$ cat config.mk
export PLATFORM = sky130hd
export DESIGN_NAME = morse_keyer
export DESIGN_NICKNAME = d
export VERILOG_FILES = /design/src/rtl/morse_pkg.sv /design/src/rtl/morse_rom.sv /design/src/rtl/morse_keyer.sv
export SDC_FILE = /design/constraint.sdc
export NUM_CORES = 1
export LEC_CHECK = 0
export CORE_ASPECT_RATIO = 0.8
export CORE_MARGIN = 3
export CORE_UTILIZATION = 45
export CTS_BUF_LIST = sky130_fd_sc_hd__clkbuf_16
export DETAILED_ROUTE_END_ITERATION = 12
export GPL_TIMING_DRIVEN = 0
export HOLD_SLACK_MARGIN = 0.06
export SYNTH_ARGS = -nofsm -noshare
export SYNTH_HDL_FRONTEND = slang
export SYNTH_SLANG_ARGS = --single-unit
export TNS_END_PERCENT = 10
$ cat constraint.sdc
create_clock -name clk -period 1.8 [get_ports clk]
set_input_delay 0.45 -clock clk [delete_from_list [all_inputs] [get_ports clk]]
set_output_delay 0.45 -clock clk [all_outputs]
set_load 0.02 [all_outputs]
$ cat src/rtl/morse_pkg.sv
// Shared definitions for the Morse keyer: character codes, FSM states and
// the pattern/length record produced by the character ROM.
package morse_pkg;

    localparam logic [5:0] CH_A     = 6'd0;
    localparam logic [5:0] CH_0     = 6'd26;
    localparam logic [5:0] CH_SPACE = 6'd36;
    localparam int         MAX_LEN  = 5;

    typedef enum logic [2:0] {
        ST_IDLE,
        ST_MARK,
        ST_SPACE,
        ST_GAP,
        ST_ERR
    } state_t;

    // Pattern is LSB-first: bit 0 is the first element, 0 = dot, 1 = dash.
    typedef struct packed {
        logic [MAX_LEN-1:0] pattern;
        logic [2:0]         len;
    } morse_sym_t;

    function automatic morse_sym_t mk_sym(input logic [MAX_LEN-1:0] p, input logic [2:0] l);
        morse_sym_t s;
        s.pattern = p;
        s.len     = l;
        return s;
    endfunction

    function automatic int max3(input int a, input int b, input int c);
        int m;
        m = (a > b) ? a : b;
        return (m > c) ? m : c;
    endfunction

endpackage

$ cat src/rtl/morse_rom.sv
// Combinational character-code to Morse pattern lookup (A-Z, 0-9, word space).
module morse_rom
    import morse_pkg::*;
(
    input  logic [5:0] char_code,
    output morse_sym_t sym,
    output logic       is_space,
    output logic       valid
);

    always_comb begin
        sym      = mk_sym(5'b00000, 3'd0);
        is_space = 1'b0;
        valid    = 1'b1;
        case (char_code)
            6'd0:  sym = mk_sym(5'b00010, 3'd2);
            6'd1:  sym = mk_sym(5'b00001, 3'd4);
            6'd2:  sym = mk_sym(5'b00101, 3'd4);
            6'd3:  sym = mk_sym(5'b00001, 3'd3);
            6'd4:  sym = mk_sym(5'b00000, 3'd1);
            6'd5:  sym = mk_sym(5'b00100, 3'd4);
            6'd6:  sym = mk_sym(5'b00011, 3'd3);
            6'd7:  sym = mk_sym(5'b00000, 3'd4);
            6'd8:  sym = mk_sym(5'b00000, 3'd2);
            6'd9:  sym = mk_sym(5'b01110, 3'd4);
            6'd10: sym = mk_sym(5'b00101, 3'd3);
            6'd11: sym = mk_sym(5'b00010, 3'd4);
            6'd12: sym = mk_sym(5'b00011, 3'd2);
            6'd13: sym = mk_sym(5'b00001, 3'd2);
            6'd14: sym = mk_sym(5'b00111, 3'd3);
            6'd15: sym = mk_sym(5'b00110, 3'd4);
            6'd16: sym = mk_sym(5'b01011, 3'd4);
            6'd17: sym = mk_sym(5'b00010, 3'd3);
            6'd18: sym = mk_sym(5'b00000, 3'd3);
            6'd19: sym = mk_sym(5'b00001, 3'd1);
            6'd20: sym = mk_sym(5'b00100, 3'd3);
            6'd21: sym = mk_sym(5'b01000, 3'd4);
            6'd22: sym = mk_sym(5'b00110, 3'd3);
            6'd23: sym = mk_sym(5'b01001, 3'd4);
            6'd24: sym = mk_sym(5'b01101, 3'd4);
            6'd25: sym = mk_sym(5'b00011, 3'd4);
            // Digits: all five elements, dashes first for 6-9/0, dots first for 1-5.
            6'd26: sym = mk_sym(5'b11111, 3'd5);
            6'd27: sym = mk_sym(5'b11110, 3'd5);
            6'd28: sym = mk_sym(5'b11100, 3'd5);
            6'd29: sym = mk_sym(5'b11000, 3'd5);
            6'd30: sym = mk_sym(5'b10000, 3'd5);
            6'd31: sym = mk_sym(5'b00000, 3'd5);
            6'd32: sym = mk_sym(5'b00001, 3'd5);
            6'd33: sym = mk_sym(5'b00011, 3'd5);
            6'd34: sym = mk_sym(5'b00111, 3'd5);
            6'd35: sym = mk_sym(5'b01111, 3'd5);
            CH_SPACE: is_space = 1'b1;
            default:  valid    = 1'b0;
        endcase
    end

endmodule

$ cat src/rtl/morse_keyer.sv
// Morse keyer: accepts one character per handshake and plays its dot/dash
// pattern on key_out with exact unit timing.
module morse_keyer #(
    parameter int UNIT_CYCLES = 12_500_000,
    parameter int DASH_UNITS  = 3,
    parameter int GAP_UNITS   = 3,
    parameter int WORD_UNITS  = 7
) (
    input  logic       clk,
    input  logic       reset,
    input  logic [5:0] char_code,
    input  logic       char_valid,
    output logic       char_ready,
    output logic       key_out,
    output logic       busy,
    output logic       done,
    output logic       err
);
    import morse_pkg::*;

    localparam int CYC_W     = $clog2(UNIT_CYCLES);
    localparam int MAX_UNITS = max3(DASH_UNITS, GAP_UNITS, WORD_UNITS);
    localparam int UNT_W     = $clog2(MAX_UNITS + 1);

    localparam logic [CYC_W-1:0] CYC_LAST = CYC_W'(UNIT_CYCLES - 1);
    localparam logic [CYC_W-1:0] CYC_ONE  = CYC_W'(1);
    localparam logic [UNT_W-1:0] UNT_ONE  = UNT_W'(1);
    localparam logic [UNT_W-1:0] DASH_U   = UNT_W'(DASH_UNITS);
    localparam logic [UNT_W-1:0] GAP_U    = UNT_W'(GAP_UNITS);
    localparam logic [UNT_W-1:0] WORD_U   = UNT_W'(WORD_UNITS);

    morse_sym_t rom_sym;
    logic       rom_space;
    logic       rom_valid;

    morse_rom u_rom (
        .char_code (char_code),
        .sym       (rom_sym),
        .is_space  (rom_space),
        .valid     (rom_valid)
    );

    state_t             state_q, state_d;
    logic [CYC_W-1:0]   cyc_q, cyc_d;
    logic [UNT_W-1:0]   unit_q, unit_d;
    logic [UNT_W-1:0]   target_q, target_d;
    logic [MAX_LEN-1:0] pat_q, pat_d;
    logic [2:0]         cnt_q, cnt_d;
    logic               key_q, key_d;
    logic               done_q, done_d;
    logic               err_q, err_d;
    logic               busy_q, busy_d;
    logic               ready_q, ready_d;
    logic               unit_end;
    logic               state_end;

    always_comb begin
        unit_end  = (cyc_q == CYC_LAST);
        state_end = unit_end && (unit_q == target_q - UNT_ONE);

        state_d  = state_q;
        cyc_d    = unit_end ? '0 : cyc_q + CYC_ONE;
        unit_d   = unit_end ? unit_q + UNT_ONE : unit_q;
        target_d = target_q;
        pat_d    = pat_q;
        cnt_d    = cnt_q;
        key_d    = key_q;
        done_d   = 1'b0;
        err_d    = 1'b0;

        case (state_q)
            ST_IDLE: begin
                cyc_d  = '0;
                unit_d = '0;
                key_d  = 1'b0;
                if (char_valid) begin
                    if (rom_valid && !rom_space) begin
                        state_d  = ST_MARK;
                        key_d    = 1'b1;
                        pat_d    = rom_sym.pattern;
                        cnt_d    = rom_sym.len;
                        target_d = rom_sym.pattern[0] ? DASH_U : UNT_ONE;
                    end else if (rom_valid) begin
                        state_d  = ST_GAP;
                        target_d = WORD_U;
                    end else begin
                        state_d = ST_ERR;
                        err_d   = 1'b1;
                    end
                end
            end
            ST_MARK: begin
                if (state_end) begin
                    key_d = 1'b0;
                    if (cnt_q > 3'd1) begin
                        state_d  = ST_SPACE;
                        target_d = UNT_ONE;
                    end else begin
                        state_d  = ST_GAP;
                        target_d = GAP_U;
                    end
                end
            end
            ST_SPACE: begin
                // Advance to the next element as the inter-element space ends.
                if (state_end) begin
                    state_d  = ST_MARK;
                    key_d    = 1'b1;
                    pat_d    = {1'b0, pat_q[MAX_LEN-1:1]};
                    cnt_d    = cnt_q - 3'd1;
                    target_d = pat_q[1] ? DASH_U : UNT_ONE;
                end
            end
            ST_GAP: begin
                if (state_end) begin
                    state_d = ST_IDLE;
                    done_d  = 1'b1;
                end
            end
            ST_ERR: begin
                state_d = ST_IDLE;
                key_d   = 1'b0;
            end
            default: begin
                state_d = ST_IDLE;
                key_d   = 1'b0;
            end
        endcase

        // Every state entry restarts the unit timer so durations are exact.
        if (state_d != state_q) begin
            cyc_d  = '0;
            unit_d = '0;
        end

        busy_d  = (state_d != ST_IDLE);
        ready_d = (state_d == ST_IDLE);
    end

    always_ff @(posedge clk or posedge reset) begin
        if (reset) begin
            state_q  <= ST_IDLE;
            cyc_q    <= '0;
            unit_q   <= '0;
            target_q <= '0;
            pat_q    <= '0;
            cnt_q    <= '0;
            key_q    <= 1'b0;
            done_q   <= 1'b0;
            err_q    <= 1'b0;
            busy_q   <= 1'b0;
            ready_q  <= 1'b1;
        end else begin
            state_q  <= state_d;
            cyc_q    <= cyc_d;
            unit_q   <= unit_d;
            target_q <= target_d;
            pat_q    <= pat_d;
            cnt_q    <= cnt_d;
            key_q    <= key_d;
            done_q   <= done_d;
            err_q    <= err_d;
            busy_q   <= busy_d;
            ready_q  <= ready_d;
        end
    end

    assign key_out    = key_q;
    assign done       = done_q;
    assign err        = err_q;
    assign busy       = busy_q;
    assign char_ready = ready_q;

endmodule

==> summary.txt, run 1 <==
Run status
  • Status: complete, but fails checks
  • Failing checks: negative setup slack

Pwr
  • Int Power: around 2.3 mW
  • Clock power share: roughly 28%
  • Net Switching: 1.17 mW
  • Sw Share: approximately a third
  • Register share of total power: between 30 and 40%
  • Leakage power: approximately 1.5 nW
  • Logic pwr share: 34.2%
  • PwrDens: between 900 and 1000 nW/µm²
  • VDD IR-drop max: ~0.00053 V

Worst setup path
  • CP Class: register to register
  • Kind of cell adding the most delay to the critical path: simple AND/OR/NAND/NOR gates
  • CP max-delay cell: dfrtp_2
  • Startpoint types: register
  • CP max FO: 5
  • WP buf/inv: 3
  • Largest stage delay, worst path: approximately 0.45 ns
  • Critical-path cell list: nor4_4, nand4_4, nor4_4, buf_4, buf_4, buf_6, a311oi_4
  • CP endpoint kind: register
  • CP arrival: 2.11 ns
  • CP Data Required Time: 1.92 ns

Layout
  • Post-route insts no fill: ~440
  • End-of-flow core utilization: about three fifths
  • Share of cells above drive strength 1: between 20% and 30%
  • Diode count: 0
  • Layout Nets: 370
  • Layout area overhead: 27.2%

STA
  • FMAX: around 0.5 GHz
  • Final hold vios: 0
  • Setup Viol. Count Final: 20
  • Final Cycle Share: 111%
  • Slew Limit Headroom: 59.8%
  • Final min period: between 1.5 and 2 ns
  • RSZ-0062 raised after global routing: yes
  • Slew @ Worst Pin: between 0.6 and 0.7 ns
  • Max-slew violations: 0
  • Setup ws final: -0.194 ns
  • Fin Clk Skew: between 0.004 and 0.005 ns

Hold path
  • Hold Crit Class: primary input to asynchronous set/reset pin

Clock tree
  • CTS buffer count: 5
  • Clk sinks: between 40 and 50
  • CTS clock-pin slew for the worst setup and hold paths: around 0.060 ns
  • TritonCTS clock tree: built
  • Clock root buffer: clkbuf_16
  • Hold_buf cts: 0
  • Clock Latency Late Sink: around 0.28 ns
  • # H-tree levels: 2
  • CTS Buffer Depth: 2

Route
  • Vias per cell: approximately 5.5
  • Final ANT Viol Nets: 0
  • Total vias in the final route: about 2,400
  • First drt pass iteration count: 4
  • Iter 0 DRT Violations: about 100
  • Final WL: about 6600 µm
  • Wire length per cell after detailed routing: 14.9 µm
  • Number of remaining DRC errors: 0

GRT
  • GRT overflow: 0
  • First-pass GRT wire length: about 11,000 µm
  • Tot GR Track Use: a little under a fifth
  • Largest net degree at the start of global routing: about 40
  • Initial antenna violation count: 0
  • Vias in the first global route: around 2,200

Synth
  • Sequential area share after synthesis: around two fifths
  • Syn_nets: 335
  • Synth Register Bits: 45
  • EDFF count, synth: 0
  • Asr flop ratio synth: between 90% and 100%
  • Netlist cell types: 57
  • Biggest area consumer among synthesized cells: dfrtp_1
  • Mapped Avg Cell Area: approximately 9 µm²
  • Top cells by count, synth: 46 x nor2_1, 44 x dfrtp_1, 30 x nand2_1, 15 x a21oi_1, 15 x xor2_1
  • Cell with the most instances after synthesis: nor2_1
  • Dominant synthesized flop cell: dfrtp_1
  • Cells after Synth: 322
  • Post-synthesis cell area: ~2800 µm²
  • Post-synth top area share: 39.0%
  • Area contributors post-synth: dfrtp_1 39%, nor2_1 6.1%, xor2_1 4.7%
  • Yosys Warn Count: 0

Floorplanning
  • IO Count: 14
  • Initial core utilization: between 40% and 50%
  • Die Wd: around 95 µm
  • Die ar.: 7260 µm²
  • # rows: 25
  • Chip height: approximately 77 µm
  • Core area: 5970 µm²

Placement
  • # placed instances: slightly above 400
  • Port Buffers: 10
  • DPL Wire Length: roughly 4500 µm
  • Gpl congestion: about 0.93

Run
  • Max_cap viols: 0
## power groups by stage
stage	Clock (mW)	Combinational (mW)	Sequential, mW
2_1_floorplan	0	0.677	1.33
3_3_place_gp	0	0.969	1.32
3_5_place_dp	0	0.977	1.32
4_1_cts	1.04	1.07	1.31
5_1_grt	1.08	1.34	1.34
6_report	1.00	1.20	1.32
## path summary, 6_finish.rpt
| check | start | to | slack [ns] | depth (start not counted) |
|---|---|---|---|---|
| max in group asynchronous | reset | char_ready$_DFF_PP1_ | 0.90 | 3 |
| worst min register to register | cyc_q[0]$_DFF_PP0_ | cyc_q[0]$_DFF_PP0_ | 0.49 | 1 |
| worst max register to register | cyc_q[7]$_DFF_PP0_ | busy$_DFF_PP0_ | -0.19 | 7 |
| worst min-delay path | reset | pat_q[3]$_DFFE_PP0P_ | 0.39 | 2 |
| min in group clk | cyc_q[0]$_DFF_PP0_ | cyc_q[0]$_DFF_PP0_ | 0.49 | 1 |
| worst max-delay path | cyc_q[7]$_DFF_PP0_ | busy$_DFF_PP0_ | -0.19 | 7 |
## flip-flops by register name, indices dropped and copies added (netlist names)
signal,flops
busy,1
cnt_q,3
char_ready,1
state_q,3
done,1
key_out,1
unit_q,3
pat_q,4
err,1
target_q,3
cyc_q,24
## worst register-to-register path, cell delays in order (launching register included)
cell,delay (ns)
dfrtp_2,0.45
nor4_4,0.34
nand4_4,0.19
nor4_4,0.36
buf_4,0.19
buf_4,0.12
buf_6,0.10
a311oi_4,0.09
## kinds of logic after synthesis
kind of cell               count (synthesis)  synth area share, %
AOI/OAI and AO/OA                         63                 14.7
and+or+nand+nor                          142                 27.4
xor gates and xnor gates                  30                 9.80
adders and majority gates                  4                 1.77
muxes                                      4                 1.46
buffers and inverters                     34                 4.88
DFF                                       45                 40.0
## metrics by stage
stage / instance area, µm² / setup TNS [ns] / power [mW] / hold slack, ns / setup slack [ns]
final: 3590 / -1.56 / 3.52 / 0.387 / -0.194
after CTS: 3400 / -1.80 / 3.41 / 0.386 / -0.185
after global routing: 3590 / -5.15 / 3.75 / 0.387 / -0.266
after global placement: 3030 / -49.33 / 2.29 / 0.468 / -1.10
after detailed placement: 3050 / -16.52 / 2.30 / 0.473 / -1.10
after floorplan: 2830 / -0.489 / 2.01 / 0.442 / -0.113
## per-layer routing
metal	vias to the layer above	global-route usage (%)	share of wire, %
met4	0	3.75	0.32
met1	1133	30.7	52
met3	2	3.82	7.4
li1	1201	-	-
met2	80	24.8	41
met5	-	0	0
## cell usage in the layout, fill, tap and decap left out, types with 4 or more instances in the layout
cell             instances
nand3_1                  9
buf_6                    5
nor2_1                  44
nand2b_1                 4
a21oi_1                 12
o21ai_1                  4
o21ai_0                  9
nor4_4                   4
nor3_2                   4
dfrtp_1                 42
xnor2_1                 14
clkbuf_16                5
o22ai_1                  6
inv_1                   11
and3_1                   5
a21oi_2                  4
nand4_1                  4
nand2_1                 29
buf_4                   14
clkdlybuf4s50_1          8
nor3_1                   6
xor2_1                  14
nor2b_1                  4
clkbuf_1                10
## repair_timing
action / in CTS / in global routing
setup buffers: 9 / 8
endpoints found under the setup margin: 46 / 44
resized for setup: 37 / 31
endpoints found under the hold margin: 0 / 0
pin swaps: 17 / 15
cloned: 1 / 0
## cell type report
cell class | instances | area (µm²)
flip-flops and latches | 45 | 1130
repair buffers | 29 | 265
multi-input cells | 243 | 1750
fillers | 513 | 2390
clock buffers | 5 | 125
clock inverters | 3 | 37.5
well taps | 81 | 101
plain buffers | 19 | 123
inverters | 14 | 52.6
(Power assumes the default switching activity.)
==> run 2: changes to the inputs <==
--- a/config.mk
+++ b/config.mk
@@ -5,6 +5,7 @@
 export SDC_FILE = /design/constraint.sdc
 export NUM_CORES = 1
 export LEC_CHECK = 0
+export ABC_CLOCK_PERIOD_IN_PS = 1800
 export CORE_ASPECT_RATIO = 0.8
 export CORE_MARGIN = 3
 export CORE_UTILIZATION = 45
==> results of run 2 <==
Final layout, timing and power as in run 1 (identical DEF).
